--- src/rtl/decode_stage_sequencer_if.sv ---
// Bundle of stage handshakes, SRAM requester buses and status seen by the decode-flow sequencer.
// The sequencer uses the master view; the surrounding datapath/testbench uses the slave view.
interface decode_stage_sequencer_if;
  logic [3:0]  skip_mask;
  logic        uart_done;
  logic [2:0]  stage_done;
  logic [2:0]  stage_start;
  logic        uart_active;
  logic [17:0] req_addr_uart, req_addr_m3, req_addr_m2, req_addr_m1, req_addr_vga;
  logic [15:0] req_wdata_uart, req_wdata_m3, req_wdata_m2, req_wdata_m1;
  logic        req_we_n_uart, req_we_n_m3, req_we_n_m2, req_we_n_m1;
  logic [17:0] SRAM_address;
  logic [15:0] SRAM_write_data;
  logic        SRAM_we_n;
  logic        VGA_enable;
  logic [17:0] VGA_base_address;
  logic [2:0]  cur_stage;
  logic        timeout_err;

  modport master (
    input  skip_mask, uart_done, stage_done,
    input  req_addr_uart, req_addr_m3, req_addr_m2, req_addr_m1, req_addr_vga,
    input  req_wdata_uart, req_wdata_m3, req_wdata_m2, req_wdata_m1,
    input  req_we_n_uart, req_we_n_m3, req_we_n_m2, req_we_n_m1,
    output stage_start, uart_active, SRAM_address, SRAM_write_data, SRAM_we_n,
    output VGA_enable, VGA_base_address, cur_stage, timeout_err
  );

  modport slave (
    output skip_mask, uart_done, stage_done,
    output req_addr_uart, req_addr_m3, req_addr_m2, req_addr_m1, req_addr_vga,
    output req_wdata_uart, req_wdata_m3, req_wdata_m2, req_wdata_m1,
    output req_we_n_uart, req_we_n_m3, req_we_n_m2, req_we_n_m1,
    input  stage_start, uart_active, SRAM_address, SRAM_write_data, SRAM_we_n,
    input  VGA_enable, VGA_base_address, cur_stage, timeout_err
  );
endinterface

--- src/rtl/decode_stage_sequencer.sv ---
// Sequences UART load -> M3 -> M2 -> M1 -> VGA, owning the single SRAM port,
// with a one-cycle write-safe gap between owners and a per-stage watchdog.
module decode_stage_sequencer #(
  parameter logic [3:0]  STARTUP_DELAY = 4'd10,
  parameter logic [31:0] STAGE_TIMEOUT = 32'd100_000_000,
  parameter logic [17:0] VGA_BASE      = 18'd146944
) (
  input logic                      CLOCK_50_I,
  input logic                      resetn,
  decode_stage_sequencer_if.master bus
);

  typedef enum logic [2:0] {
    S_IDLE = 3'd0, S_UART = 3'd1, S_M3 = 3'd2, S_M2 = 3'd3,
    S_M1   = 3'd4, S_VGA  = 3'd5, S_GAP = 3'd6, S_ERR = 3'd7
  } state_t;

  state_t      state_q, state_d, next_stage_q, next_stage_d;
  logic [3:0]  start_cnt_q, start_cnt_d;
  logic [31:0] wd_q, wd_d;
  logic [3:0]  skip_q, skip_d;
  logic [2:0]  stage_start_q, stage_start_d;
  logic        uart_active_q, uart_active_d;
  logic        vga_en_q, vga_en_d;
  logic        timeout_err_q, timeout_err_d;
  logic        done_cur;
  logic        wd_expired;

  // Earliest non-skipped stage at or after 'from'; VGA when nothing is left.
  function automatic state_t first_stage_from(input state_t from, input logic [3:0] skip);
    state_t r;
    r = S_VGA;
    if (from <= S_M1   && !skip[3]) r = S_M1;
    if (from <= S_M2   && !skip[2]) r = S_M2;
    if (from <= S_M3   && !skip[1]) r = S_M3;
    if (from <= S_UART && !skip[0]) r = S_UART;
    return r;
  endfunction

  always_comb begin
    done_cur = 1'b0;
    case (state_q)
      S_UART:  done_cur = bus.uart_done;
      S_M3:    done_cur = bus.stage_done[0];
      S_M2:    done_cur = bus.stage_done[1];
      S_M1:    done_cur = bus.stage_done[2];
      default: done_cur = 1'b0;
    endcase
  end

  assign wd_expired = (STAGE_TIMEOUT != 32'd0) && (wd_q == STAGE_TIMEOUT - 32'd1);

  always_comb begin
    state_d       = state_q;
    next_stage_d  = next_stage_q;
    start_cnt_d   = start_cnt_q;
    skip_d        = skip_q;
    timeout_err_d = timeout_err_q;
    case (state_q)
      S_IDLE: begin
        if (start_cnt_q == STARTUP_DELAY) begin
          skip_d  = bus.skip_mask;
          state_d = first_stage_from(S_UART, bus.skip_mask);
        end else begin
          start_cnt_d = start_cnt_q + 4'd1;
        end
      end
      S_UART, S_M3, S_M2, S_M1: begin
        // A done in the final watchdog cycle still counts as success.
        if (done_cur) begin
          next_stage_d = first_stage_from(state_t'(state_q + 3'd1), skip_q);
          state_d      = S_GAP;
        end else if (wd_expired) begin
          timeout_err_d = 1'b1;
          state_d       = S_ERR;
        end
      end
      S_GAP:   state_d = next_stage_q;
      default: state_d = state_q;
    endcase

    if (state_d != state_q)        wd_d = 32'd0;
    else if (wd_q == 32'hFFFF_FFFF) wd_d = wd_q;
    else                           wd_d = wd_q + 32'd1;

    stage_start_d = {state_d == S_M1, state_d == S_M2, state_d == S_M3};
    uart_active_d = (state_d == S_UART);
    vga_en_d      = (state_d == S_VGA);
  end

  always_ff @(posedge CLOCK_50_I or negedge resetn) begin
    if (!resetn) begin
      state_q       <= S_IDLE;
      next_stage_q  <= S_IDLE;
      start_cnt_q   <= 4'd0;
      wd_q          <= 32'd0;
      skip_q        <= 4'd0;
      stage_start_q <= 3'd0;
      uart_active_q <= 1'b0;
      vga_en_q      <= 1'b0;
      timeout_err_q <= 1'b0;
    end else begin
      state_q       <= state_d;
      next_stage_q  <= next_stage_d;
      start_cnt_q   <= start_cnt_d;
      wd_q          <= wd_d;
      skip_q        <= skip_d;
      stage_start_q <= stage_start_d;
      uart_active_q <= uart_active_d;
      vga_en_q      <= vga_en_d;
      timeout_err_q <= timeout_err_d;
    end
  end

  // SRAM ownership follows the registered state only, so non-owners can never write.
  always_comb begin
    bus.SRAM_address    = 18'd0;
    bus.SRAM_write_data = 16'd0;
    bus.SRAM_we_n       = 1'b1;
    case (state_q)
      S_UART: begin
        bus.SRAM_address    = bus.req_addr_uart;
        bus.SRAM_write_data = bus.req_wdata_uart;
        bus.SRAM_we_n       = bus.req_we_n_uart;
      end
      S_M3: begin
        bus.SRAM_address    = bus.req_addr_m3;
        bus.SRAM_write_data = bus.req_wdata_m3;
        bus.SRAM_we_n       = bus.req_we_n_m3;
      end
      S_M2: begin
        bus.SRAM_address    = bus.req_addr_m2;
        bus.SRAM_write_data = bus.req_wdata_m2;
        bus.SRAM_we_n       = bus.req_we_n_m2;
      end
      S_M1: begin
        bus.SRAM_address    = bus.req_addr_m1;
        bus.SRAM_write_data = bus.req_wdata_m1;
        bus.SRAM_we_n       = bus.req_we_n_m1;
      end
      S_VGA:   bus.SRAM_address = bus.req_addr_vga;
      default: bus.SRAM_address = 18'd0;
    endcase
  end

  assign bus.stage_start      = stage_start_q;
  assign bus.uart_active      = uart_active_q;
  assign bus.VGA_enable       = vga_en_q;
  assign bus.VGA_base_address = VGA_BASE;
  assign bus.cur_stage        = state_q;
  assign bus.timeout_err      = timeout_err_q;

endmodule

--- src/flat_wrapper.sv ---
// flat-port wrapper written by rule: the top's interface ports become plain ports
module decode_stage_sequencer_flat 
#(
  parameter logic [3:0]  STARTUP_DELAY = 4'd10,
  parameter logic [31:0] STAGE_TIMEOUT = 32'd100_000_000,
  parameter logic [17:0] VGA_BASE      = 18'd146944
)
  (CLOCK_50_I, resetn, bus_skip_mask, bus_uart_done, bus_stage_done, bus_req_addr_uart, bus_req_addr_m3, bus_req_addr_m2, bus_req_addr_m1, bus_req_addr_vga, bus_req_wdata_uart, bus_req_wdata_m3, bus_req_wdata_m2, bus_req_wdata_m1, bus_req_we_n_uart, bus_req_we_n_m3, bus_req_we_n_m2, bus_req_we_n_m1, bus_stage_start, bus_uart_active, bus_SRAM_address, bus_SRAM_write_data, bus_SRAM_we_n, bus_VGA_enable, bus_VGA_base_address, bus_cur_stage, bus_timeout_err);
  decode_stage_sequencer_if bus_i ();
  input logic CLOCK_50_I;
  input logic resetn;
  input wire logic [$bits(bus_i.skip_mask)-1:0] bus_skip_mask;
  input wire logic [$bits(bus_i.uart_done)-1:0] bus_uart_done;
  input wire logic [$bits(bus_i.stage_done)-1:0] bus_stage_done;
  input wire logic [$bits(bus_i.req_addr_uart)-1:0] bus_req_addr_uart;
  input wire logic [$bits(bus_i.req_addr_m3)-1:0] bus_req_addr_m3;
  input wire logic [$bits(bus_i.req_addr_m2)-1:0] bus_req_addr_m2;
  input wire logic [$bits(bus_i.req_addr_m1)-1:0] bus_req_addr_m1;
  input wire logic [$bits(bus_i.req_addr_vga)-1:0] bus_req_addr_vga;
  input wire logic [$bits(bus_i.req_wdata_uart)-1:0] bus_req_wdata_uart;
  input wire logic [$bits(bus_i.req_wdata_m3)-1:0] bus_req_wdata_m3;
  input wire logic [$bits(bus_i.req_wdata_m2)-1:0] bus_req_wdata_m2;
  input wire logic [$bits(bus_i.req_wdata_m1)-1:0] bus_req_wdata_m1;
  input wire logic [$bits(bus_i.req_we_n_uart)-1:0] bus_req_we_n_uart;
  input wire logic [$bits(bus_i.req_we_n_m3)-1:0] bus_req_we_n_m3;
  input wire logic [$bits(bus_i.req_we_n_m2)-1:0] bus_req_we_n_m2;
  input wire logic [$bits(bus_i.req_we_n_m1)-1:0] bus_req_we_n_m1;
  output wire logic [$bits(bus_i.stage_start)-1:0] bus_stage_start;
  output wire logic [$bits(bus_i.uart_active)-1:0] bus_uart_active;
  output wire logic [$bits(bus_i.SRAM_address)-1:0] bus_SRAM_address;
  output wire logic [$bits(bus_i.SRAM_write_data)-1:0] bus_SRAM_write_data;
  output wire logic [$bits(bus_i.SRAM_we_n)-1:0] bus_SRAM_we_n;
  output wire logic [$bits(bus_i.VGA_enable)-1:0] bus_VGA_enable;
  output wire logic [$bits(bus_i.VGA_base_address)-1:0] bus_VGA_base_address;
  output wire logic [$bits(bus_i.cur_stage)-1:0] bus_cur_stage;
  output wire logic [$bits(bus_i.timeout_err)-1:0] bus_timeout_err;
  assign bus_i.skip_mask = bus_skip_mask;
  assign bus_i.uart_done = bus_uart_done;
  assign bus_i.stage_done = bus_stage_done;
  assign bus_i.req_addr_uart = bus_req_addr_uart;
  assign bus_i.req_addr_m3 = bus_req_addr_m3;
  assign bus_i.req_addr_m2 = bus_req_addr_m2;
  assign bus_i.req_addr_m1 = bus_req_addr_m1;
  assign bus_i.req_addr_vga = bus_req_addr_vga;
  assign bus_i.req_wdata_uart = bus_req_wdata_uart;
  assign bus_i.req_wdata_m3 = bus_req_wdata_m3;
  assign bus_i.req_wdata_m2 = bus_req_wdata_m2;
  assign bus_i.req_wdata_m1 = bus_req_wdata_m1;
  assign bus_i.req_we_n_uart = bus_req_we_n_uart;
  assign bus_i.req_we_n_m3 = bus_req_we_n_m3;
  assign bus_i.req_we_n_m2 = bus_req_we_n_m2;
  assign bus_i.req_we_n_m1 = bus_req_we_n_m1;
  assign bus_stage_start = bus_i.stage_start;
  assign bus_uart_active = bus_i.uart_active;
  assign bus_SRAM_address = bus_i.SRAM_address;
  assign bus_SRAM_write_data = bus_i.SRAM_write_data;
  assign bus_SRAM_we_n = bus_i.SRAM_we_n;
  assign bus_VGA_enable = bus_i.VGA_enable;
  assign bus_VGA_base_address = bus_i.VGA_base_address;
  assign bus_cur_stage = bus_i.cur_stage;
  assign bus_timeout_err = bus_i.timeout_err;
  decode_stage_sequencer #(.STARTUP_DELAY(STARTUP_DELAY), .STAGE_TIMEOUT(STAGE_TIMEOUT), .VGA_BASE(VGA_BASE)) u_core (.CLOCK_50_I(CLOCK_50_I), .resetn(resetn), .bus(bus_i));
endmodule
--- config.mk ---
export PLATFORM = sky130hd
export DESIGN_NAME = decode_stage_sequencer_flat
export DESIGN_NICKNAME = d
export VERILOG_FILES = /design/src/rtl/decode_stage_sequencer_if.sv /design/src/rtl/decode_stage_sequencer.sv /design/src/flat_wrapper.sv
export SDC_FILE = /design/constraint.sdc
export NUM_CORES = 1
export LEC_CHECK = 0
export ABC_AREA = 1
export BUFFER_PORTS_ARGS = -buffer_cell sky130_fd_sc_hd__buf_2
export CORE_MARGIN = 2
export CORE_UTILIZATION = 50
export CTS_CLUSTER_SIZE = 10
export DETAILED_ROUTE_END_ITERATION = 8
export GPL_ROUTABILITY_DRIVEN = 0
export GPL_TIMING_DRIVEN = 1
export PLACE_DENSITY = 0.92
export SLEW_MARGIN = 20
export SYNTH_ARGS = -nofsm -noshare
export SYNTH_HDL_FRONTEND = slang
export SYNTH_SLANG_ARGS = --single-unit
--- constraint.sdc ---
create_clock -name CLOCK_50_I -period 3.61 [get_ports CLOCK_50_I]
set_input_delay 0.1805 -clock CLOCK_50_I [delete_from_list [all_inputs] [get_ports CLOCK_50_I]]
set_output_delay 0.1805 -clock CLOCK_50_I [all_outputs]
set_load 0.02 [all_outputs]
==> flow_results.org, run 1 <==
** Yosys
- The mapped netlist covers 4250 µm².
- In the synthesized netlist, the cells that appear most often are sky130_fd_sc_hd__nand2_1 (182), sky130_fd_sc_hd__nor2_1 (75), sky130_fd_sc_hd__inv_1 (54).
- Fraction of post-synthesis cell area in the top cell type by area :: 30.6%
- Cell with the most instances after synthesis :: sky130_fd_sc_hd__nand2_1
- Number of flops mapped to enable cells by yosys :: 0
- The synthesized netlist contains 41 unique library cells.
- Flop and latch count out of synthesis :: 52
- Averaged over all synthesized cells, the footprint is 6.80 µm².
- In the synthesized netlist the dominant register cell turns out to be sky130_fd_sc_hd__dfrtp_1.
- For this run, the number of Yosys warnings is 0.
- Top cells by area in the synthesized netlist :: sky130_fd_sc_hd__dfrtp_1 (31%), sky130_fd_sc_hd__nand2_1 (16%), sky130_fd_sc_hd__nor2_1 (6.6%)
- After synthesis, flip-flops and latches occupy 30.6% of the total area.
- Cell accounting for the most synthesized area :: sky130_fd_sc_hd__dfrtp_1
- Proportion of register bits with asynchronous set or reset after synthesis :: 100%
- Instance count of the mapped netlist :: 625

** GRT
- Pin count of the biggest net entering global routing :: 53
- The initial antenna violation count is 2.
- Wire length of the first global-routing pass :: 23.6 mm
- Summed over all layers, the global routing overflow is 0.
- The via count of the first global-routing pass came to 4596.
- Total track usage :: 34.3%

** Final layout
- Final Core Density :: 66.2%
- Synth-to-layout area growth :: 27.9%
- Fraction of layout cells with a size suffix above 1 :: 29.3%
- Count of fill cells added during filler insertion :: 745
- After the last flow step, the layout net total stands at 1007.
- Fin cells :: 936

** Floorplan
- Ports :: 230
- Floorplan core area :: 8220 µm²
- Horiz. Die Dim :: 96.2 µm
- The die covers 9260 µm².
- Initial Utilization :: 51.8%
- In this run the vertical extent of the chip is 96.2 µm.
- Floorplan row count :: 33

** Worst setup path
- The critical path starts at u_core.bus.cur_stage[1].
- STA puts the critical path data required time at 3.43 ns.
- Crit path capture type :: output port
- Critical path class :: register to output port
- Data arrival time of the worst path :: 2.91 ns
- Launch instance of the worst register-to-register path :: u_core.bus.cur_stage[1]
- Slack of the worst reg-to-reg path :: 0.92 ns
- Critical path destination :: bus_SRAM_address[2]
- STA classifies the critical path startpoint as a register.
- The worst register-to-register path ends at u_core.wd_q[2].
- Counting cells, the worst reg-to-reg path comes to 12.
- Of all nets on the critical path, the largest fanout is 22.

** Clocking
- Buffers inserted during clock tree synthesis total 5.
- The clock tree synthesis step divided the H-tree into 2 levels.
- Post-CTS sizing :: 0
- The longest clock path from root to sink contains 2 buffers.
- The clock net in this run drives a total of 52 sinks.
- Clock insertion delay at the later pin of the skew report :: 0.32 ns
- Clock root buffer :: sky130_fd_sc_hd__clkbuf_8
- TritonCTS clock tree :: built
- Clock-pin slew was measured on the worst setup and hold paths at 0.10 ns.

** Timing
- For the pin with the worst max-slew slack, the measured transition is 0.639 ns.
- Peak Freq :: 0.323 GHz
- Setup violations remaining at the end of the flow were counted as 0.
- Slack of the critical path :: 0.518 ns
- In the finished design, the share of the clock period the worst path needs comes to 85.6%.
- For the finished layout, the period the worst path requires is 3.09 ns.
- Setup skew after layout :: 0.0162 ns
- Setup TNS Final :: 0 ns
- Final hold violations :: 0
- Number of pins with negative max-slew slack in the final report :: 0
- Setup repair after global routing left no endpoint under its margin.
- Measured against its own limit, the worst slew margin works out to 57.1%.

** Drt
- Detail-routed net length per standard cell :: 17.4 µm
- In the routed design, unresolved DRC markers number 0.
- The routed layout has 5173 vias.
- DRT antenna net count :: 0
- After detailed routing, the number of vias per cell comes to 5.53.
- The detailed router finished its first iteration with 541 violations.
- Count of TritonRoute iterations in the first routing pass :: 5
- Total detailed-routing wirelength :: 16.3 mm

** Hold path
- The tightest min-delay check is of the input port to register type.

** Power and ir drop
- IR analysis of the VDD net gives a maximum drop of 224 µV.
- Power density cells :: 206 nW/µm²
- The analysis attributes to cell leakage a power of 2.84 nW.

** Placed design
- Once detailed placement completed, the half-perimeter wirelength came to 12.7 mm.
- OpenSTA, run right after detailed placement, puts the worst setup slack at 0.965 ns.
- Placed cell count :: 925
- Buffers placed on the I/O ports in this run total 211.

** Status
- Outcome :: finished, final reports clean

** Job
- The tool flagged a number of max-cap violations equal to 0.
## per-layer routing
metal / vias up / track usage [%] / part of all wire [%]
met5: - / 0 / 0
met4: 0 / 20.6 / 5.1
met3: 57 / 10.9 / 9.9
met2: 274 / 52.4 / 48
met1: 2386 / 42.3 / 37
li1: 2456 / - / -
## cells in the final DEF (no fill, tap or decap), types with 3 or more instances in the layout
cell type                  instances
sky130_fd_sc_hd__nand2_1         182
sky130_fd_sc_hd__nand3_1          32
sky130_fd_sc_hd__ha_1             11
sky130_fd_sc_hd__conb_1           18
sky130_fd_sc_hd__buf_4             6
sky130_fd_sc_hd__nor2_2            4
sky130_fd_sc_hd__a22o_1           19
sky130_fd_sc_hd__xnor2_1           3
sky130_fd_sc_hd__inv_1            54
sky130_fd_sc_hd__dfrtp_1          52
sky130_fd_sc_hd__o21ai_0          15
sky130_fd_sc_hd__nand4_1          31
sky130_fd_sc_hd__a221oi_1         18
sky130_fd_sc_hd__nor2_1           75
sky130_fd_sc_hd__clkinv_1          4
sky130_fd_sc_hd__xor2_1           17
sky130_fd_sc_hd__nor3_1           11
sky130_fd_sc_hd__a21oi_1          26
sky130_fd_sc_hd__clkbuf_8          5
sky130_fd_sc_hd__buf_2           210
sky130_fd_sc_hd__nand2_2           6
## through the flow
stage                     hold slack, ns  power, W  instance area [µm²]
final                              0.103   0.00112                 5440
after global routing               0.111   0.00116                 5440
after CTS                          0.100   0.00112                 5420
after detailed placement           0.431  0.000720                 5310
after global placement             0.427  0.000719                 5310
after floorplan                   -0.115  0.000626                 4310
## worst min-delay path by stage
stage                startpoint               endpoint  slack, ns  cells past startpoint
5_1_grt        bus_skip_mask[2]       u_core.skip_q[2]       0.11                      3
4_1_cts        bus_skip_mask[2]       u_core.skip_q[2]       0.10                      3
3_3_place_gp   bus_skip_mask[2]       u_core.skip_q[2]       0.43                      3
3_5_place_dp   bus_skip_mask[2]       u_core.skip_q[2]       0.43                      3
6_report       bus_skip_mask[2]       u_core.skip_q[2]       0.10                      3
2_1_floorplan            resetn  u_core.bus.VGA_enable      -0.12                      0
## final cells by class
type	instances	area [µm²]	share of cell area, %
multi-input cells	492	2560	47.0
flip-flops and latches	52	1300	23.9
repair buffers	217	1110	20.3
inverters	60	228	4.19
well taps	105	131	2.42
clock buffers	6	72.6	1.33
clock inverters	2	38.8	0.713
diodes	2	5.00	0.0920
## power breakdown
group          switching (W)  internal [W]
logic              0.0000684     0.0000647
registers                  0      0.000582
clock network       0.000198      0.000210
total               0.000266      0.000856
## sequential cells by signal, indices dropped and copies added, names as in the netlist
signal,cells
u_core.wd_q,32
u_core.bus.cur_stage,3
u_core.bus.stage_start,3
u_core.skip_q,4
u_core.next_stage_q,3
u_core.bus.VGA_enable,1
u_core.start_cnt_q,4
u_core.bus.timeout_err,1
u_core.bus.uart_active,1
## worst max-delay path, stage by stage (launching register included)
cell	delay, ns
sky130_fd_sc_hd__dfrtp_1	0.53
sky130_fd_sc_hd__inv_1	0.21
sky130_fd_sc_hd__ha_1	0.27
sky130_fd_sc_hd__nand2_1	0.10
sky130_fd_sc_hd__clkinv_1	0.52
sky130_fd_sc_hd__a22o_1	0.39
sky130_fd_sc_hd__a221oi_1	0.22
sky130_fd_sc_hd__a21oi_1	0.15
sky130_fd_sc_hd__buf_2	0.19
## logic make-up after synthesis
kind of cell	share of synthesized area (%)
other cells	0.177
simple gates	36.6
fa+ha+maj	3.24
xor+xnor	4.12
flops	30.6
compound gates	14.6
buf+inv	10.7
## what timing repair did
item | 4_1_cts | 5_1_grt
hold endpoints to repair | 0 | 52
hold buffers | 0 | 1
setup buffers | 0 | 0
(Power assumes the default switching activity.)
==> inputs of run 2 (changes only) <==
--- a/config.mk
+++ b/config.mk
@@ -8,12 +8,12 @@
 export ABC_AREA = 1
 export BUFFER_PORTS_ARGS = -buffer_cell sky130_fd_sc_hd__buf_2
 export CORE_MARGIN = 2
-export CORE_UTILIZATION = 50
+export CORE_UTILIZATION = 42
 export CTS_CLUSTER_SIZE = 10
 export DETAILED_ROUTE_END_ITERATION = 8
 export GPL_ROUTABILITY_DRIVEN = 0
 export GPL_TIMING_DRIVEN = 1
-export PLACE_DENSITY = 0.92
+export PLACE_DENSITY = 0.83
 export SLEW_MARGIN = 20
 export SYNTH_ARGS = -nofsm -noshare
 export SYNTH_HDL_FRONTEND = slang
==> constraint.sdc (replaced) <==
create_clock -name CLOCK_50_I -period 2.8 [get_ports CLOCK_50_I]
set_input_delay 0.14 -clock CLOCK_50_I [delete_from_list [all_inputs] [get_ports CLOCK_50_I]]
set_output_delay 0.14 -clock CLOCK_50_I [all_outputs]
set_load 0.02 [all_outputs]
==> run 2 against run 1 <==
Effect of this change: sequential cell count is the same; via count shrank 0.23%; final area grew 1.7%; power grew 29%; first-iteration DRC count shrank 4.4%; clock power grew 29%; critical path type unchanged; core utilization shrank 9.9 points.
==> flow_results.org, run 2 (synthesized netlist as in run 1, its figures left out) <==
** Drt
- Total detailed-routing wirelength :: 16.1 mm
- Violation count after the first detailed-routing iteration :: 517
- Drc violations :: 0
- Detailed routing inserted a total of 5161 vias.
- Vias/cell :: 5.29
- Dividing the detail-routed wire length by the instance count gives 16.5 µm.
- DRT antenna net count :: 0
- The first detailed-routing pass ran for 5 iterations.

** Final layout
- Leaving out fill and tap cells, the most frequent cells in the layout are sky130_fd_sc_hd__buf_2 (211), sky130_fd_sc_hd__nand2_1 (182), sky130_fd_sc_hd__nor2_1 (75), sky130_fd_sc_hd__inv_1 (54), sky130_fd_sc_hd__dfrtp_1 (52).
- Max reg flops :: 32
- Total area of sequential cells :: 1300 µm²
- Summing all multi-input logic gate instances after layout gives 2560 µm².
- Synth-to-layout area growth :: 30.0%
- Largest Register :: u_core.wd_q
- Count of fill cells added during filler insertion :: 965
- In the final design database the tool counted 1013 nets.
- Cells with a size suffix above 1 make up 29.8% of the layout.
- Most common cell after layout, fill and taps aside :: sky130_fd_sc_hd__buf_2
- The largest registers in the layout are u_core.wd_q: 32 flops, u_core.skip_q: 4 flops, u_core.start_cnt_q: 4 flops.

** Timing
- Setup total negative slack on the finished layout was measured at 0 ns.
- Subtracting the final worst setup slack from the clock period gives 2.63 ns.
- Across all hold checks on the routed design, the worst slack comes to 0.0830 ns.
- Setup repair after global routing left no endpoint under its margin.
- Final hold violations :: 0
- Static timing analysis puts the maximum clock frequency at 0.381 GHz.
- Setup skew after layout :: 0.0175 ns
- Crit share post-route :: 93.8%
- Measured against its own limit, the worst slew margin works out to 49.2%.
- The final-report max-slew violation count was 0.
- Final setup viols :: 0
- Transition time of the tightest slew-check pin :: 0.762 ns

** Floorplan
- Height of the die :: 105 µm
- Horiz. Die Dim :: 105 µm
- Floorplan core area :: 9820 µm²
- Floorplan row count :: 36
- For this configuration, the core starts out at a cell density of 43.3%.
- Overall die area :: 10900 µm²
- Ports :: 230

** Clocking
- Clock latency on the worst-skew pair, taken at its later pin, is 0.31 ns.
- Deepest clock path buffer count :: 2
- The H-tree was split into 2 levels.
- Buffers inserted during clock tree synthesis total 5.
- Post-CTS repair timing setup buffer count :: 0
- Clock root buffer :: sky130_fd_sc_hd__clkbuf_8
- Counting every sink on the clock net gives 52.
- TritonCTS clock tree :: built
- CTS clk-pin slew, worst paths :: 0.10 ns

** Worst setup path
- The setup path with the least slack is of type register to output port.
- Required @ worst endpoint :: 2.66 ns
- Data arrival time of the worst path :: 2.49 ns
- Of all nets on the critical path, the largest fanout is 35.
- Counting cells, the worst reg-to-reg path comes to 13.
- STA classifies the critical path startpoint as a register.
- The worst setup path is captured at an output port.

** Placed design
- Count of input and output buffers :: 211
- Placed wire-length estimate after detailed placement :: 13.1 mm

** Status
- The flow ran to the end, and the final reports show no timing, DRC or antenna violations.

** GRT
- The via count of the first global-routing pass came to 4610.
- Global routing consumed, over all layers together, 27.9% of the routing resources.
- The initial antenna violation count is 9.
- For this run the aggregate overflow at the end of global routing stands at 0.
- Wire length of the first global-routing pass :: 24.1 mm
- Entering global routing, the biggest net connects 36 pins.

** Power and ir drop
- Power density cells :: 262 nW/µm²
- VDD IR max :: 284 µV
- Summed over all cells, the static leakage comes to 2.87 nW.

** Job
- Max-cap violations in this run came to 0.

** Hold path
- Number of instances on the worst hold path :: 3
- Worst hold-check path type :: input port to register
run 2: changes by cell type in the layout (fill, tap and decap cells not counted):
cell                      previous run  this run
sky130_fd_sc_hd__buf_2             210       211
sky130_fd_sc_hd__diode_2             2         7
sky130_fd_sc_hd__buf_4               6        11
run 2: through the flow:
stage	power, W	setup slack [ns]	area [µm²]	utilization [%]	std cells
2_1_floorplan	0.000807	0.560	4310	-	641
3_3_place_gp	0.000930	0.432	5390	54.9	959
3_5_place_dp	0.000931	0.358	5390	54.9	959
4_1_cts	0.00146	0.180	5510	56.1	968
5_1_grt	0.00150	0.0193	5520	56.2	970
6_report	0.00145	0.175	5530	56.3	975
run 2: path summary, 6_finish.rpt:
check,from,to,slack [ns]
worst min register to register,u_core.skip_q[3],u_core.skip_q[3],0.50
worst min-delay path,bus_skip_mask[2],u_core.skip_q[2],0.08
max in group asynchronous,resetn,u_core.bus.cur_stage[0],1.62
min in group asynchronous,resetn,u_core.wd_q[0],0.43
worst max-delay path,u_core.bus.cur_stage[1],bus_SRAM_address[12],0.17
worst max register to register,u_core.bus.cur_stage[1],u_core.wd_q[2],0.34
run 2: critical path: stages (launching register included):
cell and delay (ns):
sky130_fd_sc_hd__dfrtp_1 0.51, sky130_fd_sc_hd__inv_1 0.18, sky130_fd_sc_hd__ha_1 0.26, sky130_fd_sc_hd__nand2_1 0.09, sky130_fd_sc_hd__clkinv_1 0.06, sky130_fd_sc_hd__buf_4 0.25
sky130_fd_sc_hd__a22o_1 0.25, sky130_fd_sc_hd__a221oi_1 0.25, sky130_fd_sc_hd__a21oi_1 0.14, sky130_fd_sc_hd__buf_2 0.18
run 2: cell type report:
type,count,area share [%]
Clock buffer,6,1.31
Timing Repair Buffer,223,20.8
Sequential cell,52,23.5
Antenna cell,7,0.317
Tap cell,133,3.01
Multi-Input combinational cell,492,46.2
Clock inverter,2,0.702
Inverter,60,4.12
run 2: routing by layer:
| metal | share of wire, % | vias to the layer above | global-route usage (%) |
|---|---|---|---|
| met5 | 0.17 | - | 0 |
| met4 | 2.4 | 4 | 7.81 |
| met3 | 13 | 30 | 11.4 |
| met2 | 43 | 289 | 41.4 |
| met1 | 41 | 2363 | 37.6 |
| li1 | - | 2475 | - |
run 2: timing repair:
| action | CTS | global route |
|---|---|---|
| hold buffers | 1 | 0 |
| gates resized for setup | 0 | 0 |
| endpoints found under the hold margin | 33 | 0 |
run 2: power breakdown:
| part | switching, W | internal (W) |
|---|---|---|
| clock network | 0.000255 | 0.000270 |
| logic | 0.0000865 | 0.0000837 |
| registers | 0 | 0.000750 |
==> inputs of run 3 (changes only) <==
--- a/config.mk
+++ b/config.mk
@@ -14,6 +14,7 @@
 export GPL_ROUTABILITY_DRIVEN = 0
 export GPL_TIMING_DRIVEN = 1
 export PLACE_DENSITY = 0.83
+export RECOVER_POWER = 50
 export SLEW_MARGIN = 20
 export SYNTH_ARGS = -nofsm -noshare
 export SYNTH_HDL_FRONTEND = slang
==> run 3 against run 2 <==
Effect of this change: the flow now finishes with violations (capacitance limit, slew limit); worst hold slack lost 0.0051 ns; clock power is essentially flat; sequential share of layout area rose by 0.091 points; final cell count did not move; core utilization shrank 0.22 points; register-to-register slack about the same; critical endpoint unchanged; largest cell class unchanged.
==> flow_results.org, run 3 (synthesized netlist as in run 1, its figures left out) <==
** Clocking
- In this run, post-CTS repair resized a total of 0 instances.
- Post-CTS repair timing setup buffer count :: 0
- Number of buffers inserted by hold repair at cts :: 1
- TritonCTS built the clock tree.
- CTS Sinks :: 52
- Deepest clock path buffer count :: 2
- Clock insertion delay at the later pin of the skew report :: 0.32 ns
- After clock tree synthesis, the clock-pin slew on the worst setup and hold paths is 0.10 ns.
- Clock root buffer :: sky130_fd_sc_hd__clkbuf_8
- The H-tree was split into 2 levels.
- The number of clock buffers added by TritonCTS is 5.

** Final layout
- Counting flops per register, the top entry is u_core.wd_q.
- Max reg flops :: 32
- Final-stage net count :: 1013
- Cells fill 56.1% of the core in the end.
- Commonest non-fill, non-tap cells in the layout :: sky130_fd_sc_hd__buf_2 (201), sky130_fd_sc_hd__nand2_1 (182), sky130_fd_sc_hd__nor2_1 (75), sky130_fd_sc_hd__inv_1 (54), sky130_fd_sc_hd__dfrtp_1 (52)
- After routing the design area is 5510 µm².
- The area growth from synthesis to layout is 29.5%.
- The library cell used most frequently in the layout, excluding fill and tap cells, is sky130_fd_sc_hd__buf_2.
- Registers with the most flip-flops :: u_core.wd_q: 32 flops, u_core.skip_q: 4 flops, u_core.start_cnt_q: 4 flops
- Cells with a size suffix above 1 make up 28.5% of the layout.

** Timing
- Transition time of the tightest slew-check pin :: 1.84 ns
- Across the routed clock network, the largest skew measured is 0.0172 ns.
- The final-report max-slew violation count was 35.
- Peak Freq :: 0.381 GHz
- In the final timing run, aggregate negative setup slack is 0 ns.
- Unrepaired setup endpoints after global routing :: no
- The worst pin sits at a relative slew slack of -22.4%.
- Final setup viols :: 0
- Of the available clock period, the critical path in the final layout requires 93.6%.
- Shortest period the worst path allows :: 2.62 ns
- The number of failing hold endpoints at the final stage came to 0.

** Power and ir drop
- The worst-case IR drop observed on VDD is 284 µV.
- For this design the ratio of total power to cell area is 262 nW/µm².
- Summing internal, switching and leakage power gives 0.00145 W.
- For this design the static power due to leakage is 2.84 nW.
- In this run the power spent charging and discharging nets is 0.000342 W.
- Of the total power, the clock network draws 36.4%.
- Sequential cells account for 51.9% of the total power.
- Of the total power, the share spent switching nets is 23.6%.
- Combinational logic burns 11.7% of the power.
- Internal Power :: 0.00110 W

** GRT
- The via count of the first global-routing pass was 4610.
- Entering global routing, the biggest net connects 36 pins.
- The initial antenna violation count came to 9.
- The first global-routing pass estimated 24.1 mm of wire.
- Overflow left after global routing :: 0
- In the global route stage, overall resource usage came out at 27.9%.

** Floorplan
- The core region is 9820 µm².
- For this design the top-level I/O count stands at 230.
- Initial Utilization :: 43.3%
- Height of the die :: 105 µm
- Overall die area :: 10900 µm²
- Horiz. Die Dim :: 105 µm
- Row generation in the floorplan step produced 36 rows.

** Worst setup path
- In this design, the stage delay of the slowest critical-path cell is 0.50 ns.
- Data arrival time of the worst path :: 2.48 ns
- In this run the critical register-to-register path is launched from u_core.bus.cur_stage[0].
- The critical path is of the register to output port type.
- Ordered list of cells on the worst path :: inv_1 -> ha_1 -> nand2_1 -> clkinv_1 -> buf_4 -> a22o_1 -> a221oi_1 -> a21oi_1 -> buf_2
- On the critical path, the stage with the largest delay is an instance of sky130_fd_sc_hd__dfrtp_1.
- Crit path from :: u_core.bus.cur_stage[0]
- STA puts the critical path data required time at 2.66 ns.
- The worst setup path is captured at an output port.
- CP startpoint kind :: register
- Crit Path Max Fanout :: 35

** Drt
- After detailed routing, the number of remaining DRC violations is 0.
- Violation count after the first detailed-routing iteration :: 529
- Using the TritonRoute via totals, the vias-per-cell ratio works out to 5.27.
- Detail-routed net length per standard cell :: 16.4 µm
- The routed layout has 5139 vias.
- The pre-antenna-repair detailed-routing pass consisted of 5 iterations.
- Total detailed-routing wirelength :: 16.0 mm
- DRT antenna net count :: 0

** Hold path
- Hold_sp :: bus_skip_mask[2]
- The worst hold path belongs to the class input port to register.

** Placed design
- Once detailed placement completed, the half-perimeter wirelength came to 13.1 mm.
- Port buffering added 211 buffers.
- Once placement finished, the instance area stood at 5390 µm².

** Status
- The flow ran to the end, but the final reports show violations.
- Failing checks :: capacitance limit, slew limit

** Job
- Across the run, the number of max-cap violations was 1.
run 3: power by group through the flow:
stage               Combinational, W  Clock [W]  Sequential, W
floorplan                  0.0000420          0       0.000765
global placement            0.000165          0       0.000765
detailed placement          0.000166          0       0.000765
CTS                         0.000168   0.000537       0.000750
global route                0.000182   0.000568       0.000751
finish                      0.000169   0.000526       0.000750
run 3: worst max-delay path: cells and delay by family (launching register included):
kind,cells,cell delay (ns)
and+or+nand+nor,1,0.09
DFF,1,0.50
adders and majority gates,1,0.27
AOI/OAI and AO/OA,3,0.64
buffers and inverters,4,0.66
run 3: stage by stage:
| step | worst slack [ns] | hold slack [ns] | cells |
|---|---|---|---|
| after floorplan | 0.560 | -0.156 | 641 |
| after global routing | 0.0104 | 0.0805 | 970 |
| after global placement | 0.432 | 0.244 | 959 |
| final | 0.178 | 0.0779 | 975 |
| after CTS | 0.180 | 0.0760 | 968 |
| after detailed placement | 0.358 | 0.251 | 959 |
run 3: per-layer routing:
metal / vias up / GRT usage (%) / routed length, µm
li1: 2475 / - / -
met1: 2328 / 37.6 / 6510
met5: - / 0 / 27
met4: 4 / 7.81 / 390
met3: 32 / 11.4 / 2200
met2: 300 / 41.4 / 6860
run 3: path summary, 6_finish.rpt:
path / depth (start not counted) / slack (ns) / end
hold / removal: 3 / 0.08 / u_core.skip_q[2]
min in group asynchronous: 2 / 0.85 / u_core.wd_q[0]
max in group asynchronous: 3 / 0.63 / u_core.bus.cur_stage[0]
setup reg to reg: 13 / 0.34 / u_core.wd_q[2]
hold reg to reg: 2 / 0.50 / u_core.skip_q[3]
setup / recovery: 9 / 0.18 / bus_SRAM_address[12]
run 3: cell type report:
| type | instances | area [µm²] |
|---|---|---|
| tap | 133 | 166 |
| timing repair buffer | 223 | 1130 |
| antenna | 7 | 17.5 |
| fill | 975 | 4310 |
| multi-input combinational | 492 | 2550 |
| clock inverter | 2 | 38.8 |
| sequential | 52 | 1300 |
| inverter | 60 | 228 |
| clock buffer | 6 | 72.6 |
